<file path="config.mk">
export PLATFORM = sky130hd
export DESIGN_NAME = seq_divider_16_by_8
export DESIGN_NICKNAME = d
export VERILOG_FILES = /design/src/rtl/div_pkg.sv /design/src/rtl/div_step.sv /design/src/rtl/vedic_8X8.sv /design/src/rtl/seq_divider_16_by_8.sv
export SDC_FILE = /design/constraint.sdc
export NUM_CORES = 1
export LEC_CHECK = 0
export CORE_UTILIZATION = 30
export DETAILED_ROUTE_END_ITERATION = 16
export PLACE_DENSITY = 0.6
export SLEW_MARGIN = 20
export SYNTH_ARGS = -nofsm -noshare
export SYNTH_HDL_FRONTEND = slang
export SYNTH_SLANG_ARGS = --single-unit
</file>
<file path="constraint.sdc">
create_clock -name clk -period 4.7 [get_ports clk]
set_clock_uncertainty 0.2 [all_clocks]
set_input_delay 0.47 -clock clk [delete_from_list [all_inputs] [get_ports clk]]
set_output_delay 0.47 -clock clk [all_outputs]
set_load 0.05 [all_outputs]
</file>
<file path="src/rtl/div_pkg.sv">
// rtl/div_pkg.sv - shared types and constants for the 16-by-8 sequential divider
package div_pkg;

    localparam int DIVIDEND_W_DEF = 16;
    localparam int DIVISOR_W_DEF  = 8;
    localparam int CNT_W          = 4;

    localparam logic [15:0] ZERO_DIV_QUOT = 16'hFFFF;

    typedef enum logic [1:0] {
        IDLE = 2'd0,
        CALC = 2'd1,
        DONE = 2'd2
    } div_state_t;

endpackage

</file>
<file path="src/rtl/div_step.sv">
// rtl/div_step.sv - one combinational restoring-division step
module div_step #(
    parameter int W = 8
) (
    input  logic [W:0]   i_rem,
    input  logic         i_bit,
    input  logic [W-1:0] i_divisor,
    output logic [W:0]   o_rem,
    output logic         o_qbit
);

    logic [W+1:0] w_shift;
    logic         w_ge;

    // One spare bit on top keeps the compare exact even if the incoming remainder is wide.
    assign w_shift = {i_rem, i_bit};
    assign w_ge    = (w_shift >= {2'b00, i_divisor});
    assign o_qbit  = w_ge;
    assign o_rem   = w_ge ? (W+1)'(w_shift - {2'b00, i_divisor}) : w_shift[W:0];

endmodule

</file>
<file path="src/rtl/vedic_8X8.sv">
// rtl/vedic_8X8.sv - 8x8 unsigned multiplier from 4x4 vertical/crosswise partials (only with DIV_SELF_CHECK_EN)
`ifdef DIV_SELF_CHECK_EN
module vedic_8X8 (
    input  logic [7:0]  a,
    input  logic [7:0]  b,
    output logic [15:0] p
);

    logic [7:0]  w_ll;
    logic [7:0]  w_lh;
    logic [7:0]  w_hl;
    logic [7:0]  w_hh;
    logic [15:0] w_mid;

    assign w_ll  = a[3:0] * b[3:0];
    assign w_lh  = a[3:0] * b[7:4];
    assign w_hl  = a[7:4] * b[3:0];
    assign w_hh  = a[7:4] * b[7:4];
    assign w_mid = {8'h00, w_lh} + {8'h00, w_hl};
    assign p     = {8'h00, w_ll} + {w_mid[11:0], 4'h0} + {w_hh, 8'h00};

endmodule
`endif

</file>
<file path="src/rtl/seq_divider_16_by_8.sv">
// rtl/seq_divider_16_by_8.sv - iterative restoring divider, one quotient bit per clock
// Optional product-based result self-check enabled by defining DIV_SELF_CHECK_EN.
module seq_divider_16_by_8
    import div_pkg::*;
#(
    parameter int DIVIDEND_W = DIVIDEND_W_DEF,
    parameter int DIVISOR_W  = DIVISOR_W_DEF
) (
    input  logic                  clk,
    input  logic                  rst_n,
    input  logic                  in_valid,
    output logic                  in_ready,
    input  logic [DIVIDEND_W-1:0] dividend,
    input  logic [DIVISOR_W-1:0]  divisor,
    output logic                  out_valid,
    input  logic                  out_ready,
    output logic [DIVIDEND_W-1:0] quotient,
    output logic [DIVISOR_W-1:0]  remainder,
    output logic                  div_by_zero,
    output logic                  check_err
);

    div_state_t            r_state;
    div_state_t            w_next_state;
    logic [CNT_W-1:0]      r_count;
    logic [DIVISOR_W:0]    r_rem;
    logic [DIVISOR_W-1:0]  r_divisor;
    logic [DIVIDEND_W-1:0] r_dq;
    logic [DIVIDEND_W-1:0] r_quotient;
    logic [DIVISOR_W-1:0]  r_remainder;
    logic                  r_div_by_zero;
    logic                  r_out_valid;
    logic [DIVISOR_W:0]    w_next_rem;
    logic                  w_qbit;
    logic                  w_last;

    div_step #(.W(DIVISOR_W)) u_step (
        .i_rem     (r_rem),
        .i_bit     (r_dq[DIVIDEND_W-1]),
        .i_divisor (r_divisor),
        .o_rem     (w_next_rem),
        .o_qbit    (w_qbit)
    );

    assign w_last = (r_count == '1);

    always_comb begin
        w_next_state = r_state;
        case (r_state)
            IDLE: if (in_valid) w_next_state = (divisor == '0) ? DONE : CALC;
            CALC: if (w_last) w_next_state = DONE;
            DONE: if (out_ready) w_next_state = IDLE;
            default: w_next_state = IDLE;
        endcase
    end

    // r_dq starts as the dividend and fills with quotient bits as dividend bits leave the top.
    always_ff @(posedge clk or negedge rst_n) begin
        if (!rst_n) begin
            r_state       <= IDLE;
            r_count       <= '0;
            r_rem         <= '0;
            r_divisor     <= '0;
            r_dq          <= '0;
            r_quotient    <= '0;
            r_remainder   <= '0;
            r_div_by_zero <= 1'b0;
            r_out_valid   <= 1'b0;
        end else begin
            r_state     <= w_next_state;
            r_out_valid <= (w_next_state == DONE);
            case (r_state)
                IDLE: begin
                    if (in_valid) begin
                        r_divisor     <= divisor;
                        r_dq          <= dividend;
                        r_rem         <= '0;
                        r_count       <= '0;
                        r_div_by_zero <= (divisor == '0);
                        if (divisor == '0) begin
                            r_quotient  <= DIVIDEND_W'(ZERO_DIV_QUOT);
                            r_remainder <= dividend[DIVISOR_W-1:0];
                        end
                    end
                end
                CALC: begin
                    r_rem   <= w_next_rem;
                    r_dq    <= {r_dq[DIVIDEND_W-2:0], w_qbit};
                    r_count <= r_count + CNT_W'(1);
                    if (w_last) begin
                        r_quotient  <= {r_dq[DIVIDEND_W-2:0], w_qbit};
                        r_remainder <= w_next_rem[DIVISOR_W-1:0];
                    end
                end
                default: ;
            endcase
        end
    end

    assign in_ready    = (r_state == IDLE);
    assign out_valid   = r_out_valid;
    assign quotient    = r_quotient;
    assign remainder   = r_remainder;
    assign div_by_zero = r_div_by_zero;

`ifdef DIV_SELF_CHECK_EN
    logic [DIVIDEND_W-1:0]           r_dividend_chk;
    logic [2*DIVISOR_W-1:0]          w_p_lo;
    logic [2*DIVISOR_W-1:0]          w_p_hi;
    logic [DIVIDEND_W+DIVISOR_W-1:0] w_recon;

    always_ff @(posedge clk or negedge rst_n) begin
        if (!rst_n) begin
            r_dividend_chk <= '0;
        end else if (in_ready && in_valid) begin
            r_dividend_chk <= dividend;
        end
    end

    vedic_8X8 u_mul_lo (.a(r_quotient[7:0]),  .b(r_divisor), .p(w_p_lo));
    vedic_8X8 u_mul_hi (.a(r_quotient[15:8]), .b(r_divisor), .p(w_p_hi));

    assign w_recon   = {8'h00, w_p_lo} + {w_p_hi, 8'h00} + {16'h0000, r_remainder};
    assign check_err = r_out_valid && !r_div_by_zero && (w_recon != {8'h00, r_dividend_chk});
`else
    assign check_err = 1'b0;
`endif

endmodule

</file>
### After elaboration in Yosys (flattened, before gate mapping)

Cells that the tools add are included.
W data, S select, Z words.

| cells by class | value |
|---|---|
| equal/unequal tests | 7 |
| $lt $le $gt $ge | 1 |
| add/sub/neg operators | 2 |
| reduce and logical (&&, ||, !) cells | 6 |
| mux-type cells | 20 |

Operator list:

| kind | count |
|---|---|
| $mux W16 | 4 |
| $pmux W16 S2 | 2 |
| $mux W8 | 3 |
| $mux W9 | 2 |
| $pmux W9 S2 | 1 |
| $pmux W8 S2 | 1 |
| $ge A10 B8 Y1 | 1 |
| $sub A9 B8 Y9 | 1 |
| $logic_not A8 Y1 | 1 |
| $mux W2 | 4 |
| $pmux W4 S2 | 1 |
| $pmux W2 S3 | 1 |
| $add A4 B1 Y4 const B | 1 |
| $eq A2 B2 Y1 const B | 2 |
| $eq A4 B4 Y1 const B | 1 |
| $mux W4 | 1 |
| $ne A2 B2 Y1 const B | 2 |
| $reduce_and A2 Y1 | 2 |
| $reduce_and A4 Y1 | 1 |
| $eq A2 B1 Y1 const B | 1 |
| $logic_not A2 Y1 | 1 |
| $ne A2 B1 Y1 const B | 1 |
| $reduce_bool A2 Y1 | 1 |

| storage, ports and cells | value |
|---|---|
| bits of input ports | 28 |
| output and inout port bits | 28 |
| flip-flop bits (word level) | 65 |
| logic and storage cells | 45 |

### Longest topological paths before layout

| logic depth | value |
|---|---|
| depth in word-level cells | 5 |
| depth in mapped cells | 9 |

### Hierarchy

Synthesis repeated with hierarchy kept, for this count alone.

| unflattened totals | value |
|---|---|
| cells, all modules | 355 |
| area, all modules | 3389.5 sq um |

Modules (own cells, without submodules):

| module | area each (sq um) | times used | sequential area each (sq um) | cells an instance |
|---|---|---|---|---|
| seq_divider_16_by_8 | 2866.5 | 1 | 1626.6 | 280 |
| div_step | 523.0 | 1 | 0.0 | 75 |

### Least setup slack after synthesis

Ideal clock, no wire load.

| timing path | value |
|---|---|
| kind | register to register |
| start | register r_dq[15] |
| end | register r_rem[6] |
| setup time | 82 ps |
| arrival time | 1982 ps |
| required time | 4418 ps |
| setup slack | 2436 ps |
| period minus slack after synthesis | 2264 ps |
| cell stages (with the launch flop) | 10 |
| cell sequence | dfrtp_1 > inv_1 > ha_1 > inv_1 > fa_1 > nand3_1 > nand2_1 > or4_1 > a31o_1 > a31oi_1 |

| on the way | value |
|---|---|
| word-level cells in the longest chain between the ends | 3 |
| elaborated cells between the ends (all ways) | 4 |
| classes of those cells | 1 x add/sub; 1 x order compare; 2 x mux |

Ends and longest elaborated chain:

| element | line | RTL |
|---|---|---|
| start: declaration | seq_divider_16_by_8.sv:28 | `logic [DIVIDEND_W-1:0] r_dq;` |
| start signal: assignment | seq_divider_16_by_8.sv:76 | `r_dq <= dividend;` |
| start signal: assignment | seq_divider_16_by_8.sv:88 | `r_dq <= {r_dq[DIVIDEND_W-2:0], w_qbit};` |
| $sub A9 B8 Y9 / $ge A10 B8 Y1 (equally long branches) | div_step.sv:19, div_step.sv:17 |  |
| $mux W9 (*) | div_step.sv:19 | `assign o_rem = w_ge ? (W+1)'(w_shift - {2'b00, i_divisor}) : w_shift[W:0];` |
| $pmux W9 S2 (*) | seq_divider_16_by_8.sv:72 | `case (r_state)` |
| end signal: assignment | seq_divider_16_by_8.sv:87 | `r_rem <= w_next_rem;` |
| end: declaration | seq_divider_16_by_8.sv:26 | `logic [DIVISOR_W:0] r_rem;` |

Mark *: on every way between the ends. The rest lies on a longest branch, timed or not.
A chain may end at the register's enable or synchronous reset.

### Worst setup path after layout

| timing path | value |
|---|---|
| start | register r_state[0] |
| end | output port in_ready |

| on the way | value |
|---|---|
| word-level cells in the longest chain between the ends | 1 |

Ends and longest elaborated chain:

| element | line | RTL |
|---|---|---|
| start: declaration | seq_divider_16_by_8.sv:23 | `div_state_t r_state;` |
| start signal: assignment | seq_divider_16_by_8.sv:70 | `r_state <= w_next_state;` |
| $logic_not A2 Y1 | seq_divider_16_by_8.sv:100 | `assign in_ready = (r_state == IDLE);` |
| end: declaration | seq_divider_16_by_8.sv:12 | `output logic in_ready,` |

Every way passes these cells.

==> reports/qor.yml <==
outcome: "completed"
grt_use_total_pct: 15.55
period_needed_ns: 2.539
p_leak_nw: 1.746
crit_chain: "nor2_1 > clkdlybuf4s50_1"
htreeDepth: 3
most-common-layout-cells: "dfrtp_1, nand2_1, clkdlybuf4s50_1"
cp_num_buf_inv: 1
post_cts_buffers: 0
end_kind: "output port"
crit_type: "reg2out"
crit_path_start_kind: "flip-flop"
clockBufferDepth: 2
syn-num-nets: 387
hold_viol: 0
timing.hold.ws_ns: 0.2934
synthCells: 349
pre_cts_ws_ns: 1.786
cts_tree: "done"
routedWlPerCell_um: 15.10
worstPathMaxFanout: 8
setup-violations-final: 0
maxCapViolations: 0
synth-edff-count: 0
syn-cell-area_mm2: 0.003296
crit_slowest_cell: "clkdlybuf4s50_1"
power_density_mw_per_mm2: 836.6
die-area_mm2: 0.01141
worst_ep_required_time_ns: 4.03
worstMarginPinSlew_ns: 0.8955
peakVddDrop_mv: 0.2883
tns_ns: 0
first_iter_violations: 119
clock-sinks: 65
yosysWarnings: 0
arrival_ns: 1.87
syn_area_per_cell_um2: 9.443
via_per_inst: 5.043
grt_max_degree: 46
cts.reportedPaths.clkPinSlew_ns: 0.07
crit_family: "buffers and inverters"
wirelength_um: 8139
finalCritPeriodShare_pct: 54.03
slew_headroom_pct: 40.30
antenna_cells: 0
layout_commonest_cell: "dfrtp_1"
cts_hold_buf: 1
final_core_util_pct: 39.46
hold_path.class: "reg2reg"
synth_cell_types: 56
numCtsBuffers: 9
clock_latency_ns: 0.34
die_y_um: 106.8
ys_seq_area_share_pct: 49.35
core_region_area_mm2: 0.01051
io_buffers: 54
dp_hpwl_um: 5905
cts-root-buf: "clkbuf_8"
synth_seq_cells: 65
setup_slack_ns: 2.161
ys_async_sr_fraction_pct: 100.0
first_pass_iters: 5
first_global_vias: 2640
drc: 0
routed-via-count: 2718
routabilityCongestion: 0.8431
drive_gt1_share_pct: 8.685
start_util_pct: 31.36
fp.dieW_um: 106.8
fin_nets: 436
layout-area-overhead-vs-synth_pct: 25.82
drv_slew: 0
rows: 37
grt_antenna_before_repair: 0
grt_setup_unrepaired: "false"
max_stage_delay_ns: 0.85
fmax_mhz: 393.8
gr-total-overflow: 0
grt_pass1_wl_um: 13690
ctsResizeCount: 0
synthFlopType: "dfrtp_1"
drt.antenna.violating_nets: 0
ioPinCount: 56
[worst register-to-register path: stages (launching register included)]
cell and delay [ns]:
dfrtp_1 0.40, inv_1 0.06, ha_1 0.15, inv_1 0.05, fa_1 0.40, nand3_1 0.17, nand2_1 0.14, or4_1 0.43
a31o_1 0.26, a31oi_1 0.18
[metrics by stage]
step,total power [mW],area [um^2],cells
final,3.469,4146,539
after global routing,3.753,4146,539
after CTS,3.492,4146,539
after detailed placement,2.955,3919,522
after floorplan,2.409,3296,349
after global placement,2.906,3919,522
[worst paths after layout]
check | start | slack, ns | to | cells past startpoint
min | r_count[3] | 0.29 | r_count[3] | 1
max in group asynchronous | rst_n | 2.93 | remainder[3] | 3
max reg2reg | r_dq[15] | 2.18 | remainder[6] | 9
min in group asynchronous | rst_n | 0.41 | quotient[5] | 2
min reg2reg | r_count[3] | 0.29 | r_count[3] | 1
max | r_state[0] | 2.16 | in_ready | 2
[layout make-up]
type                       count  area, um^2
clock buffer                   9       123.9
multi-input combinational    252        1515
clock inverter                 7       93.84
tap                          136       170.2
fill                        1069        6362
sequential                    65        1627
timing repair buffer          59       575.6
inverter                      11       41.29
[power by group]
part	total [mW]	switching [mW]	internal [mW]	leakage, nW
combinational	1.95	1.22	0.731	0.896
clock	0.526	0.228	0.298	0.106
sequential	0.990	0.169	0.821	0.745
total	3.47	1.62	1.85	1.75
[Yosys cell counts, types with 2 or more instances]
master | number | area, um^2
o21bai_1 | 2 | 15.01
o22ai_1 | 5 | 31.28
a31oi_1 | 15 | 93.84
clkbuf_1 | 6 | 22.52
a31o_2 | 2 | 17.52
o21ai_0 | 31 | 155.2
o21ai_1 | 3 | 15.01
buf_2 | 6 | 30.03
buf_4 | 3 | 22.52
and2_1 | 3 | 18.77
nand2_1 | 56 | 210.2
nor2_1 | 30 | 112.6
buf_1 | 4 | 15.01
nand3_1 | 14 | 70.07
o31a_1 | 2 | 17.52
mux2i_1 | 9 | 90.09
nor4_1 | 3 | 18.77
ha_1 | 9 | 112.6
dfrtp_1 | 65 | 1627
nor3_1 | 2 | 10.01
nand4_1 | 4 | 25.02
a22o_1 | 7 | 61.31
a21oi_1 | 18 | 90.09
o21a_1 | 3 | 22.52
nor2b_1 | 2 | 12.51
xnor2_1 | 2 | 17.52
nor4_2 | 2 | 25.02
mux2_2 | 2 | 22.52
inv_1 | 11 | 41.29
buf_6 | 2 | 22.52
[cell families after synthesis]
family | count (synthesis) | synth area share (%)
adders and majority gates | 10 | 4.024
AOI/OAI and AO/OA | 101 | 19.97
xor gates and xnor gates | 3 | 0.7974
muxes | 11 | 3.417
other | 1 | 0.1138
buffers and inverters | 32 | 4.669
and+or+nand+nor | 126 | 17.65
DFF | 65 | 49.35
[sequential cells by signal, indices dropped and copies added, names as in the netlist]
signal / flops
quotient: 16
r_dq: 16
r_rem: 9
r_divisor: 8
remainder: 8
r_count: 4
r_state: 2
div_by_zero: 1
out_valid: 1
[metal layers]
layer	global-route usage (%)	vias up	share of wire, %
li1	-	1343	-
met1	21.79	1296	49
met2	23.73	69	46
met3	3.647	10	4.6
met4	4.697	0	0.95
met5	0	-	0
No activity file was read; power rests on OpenSTA's default activity.
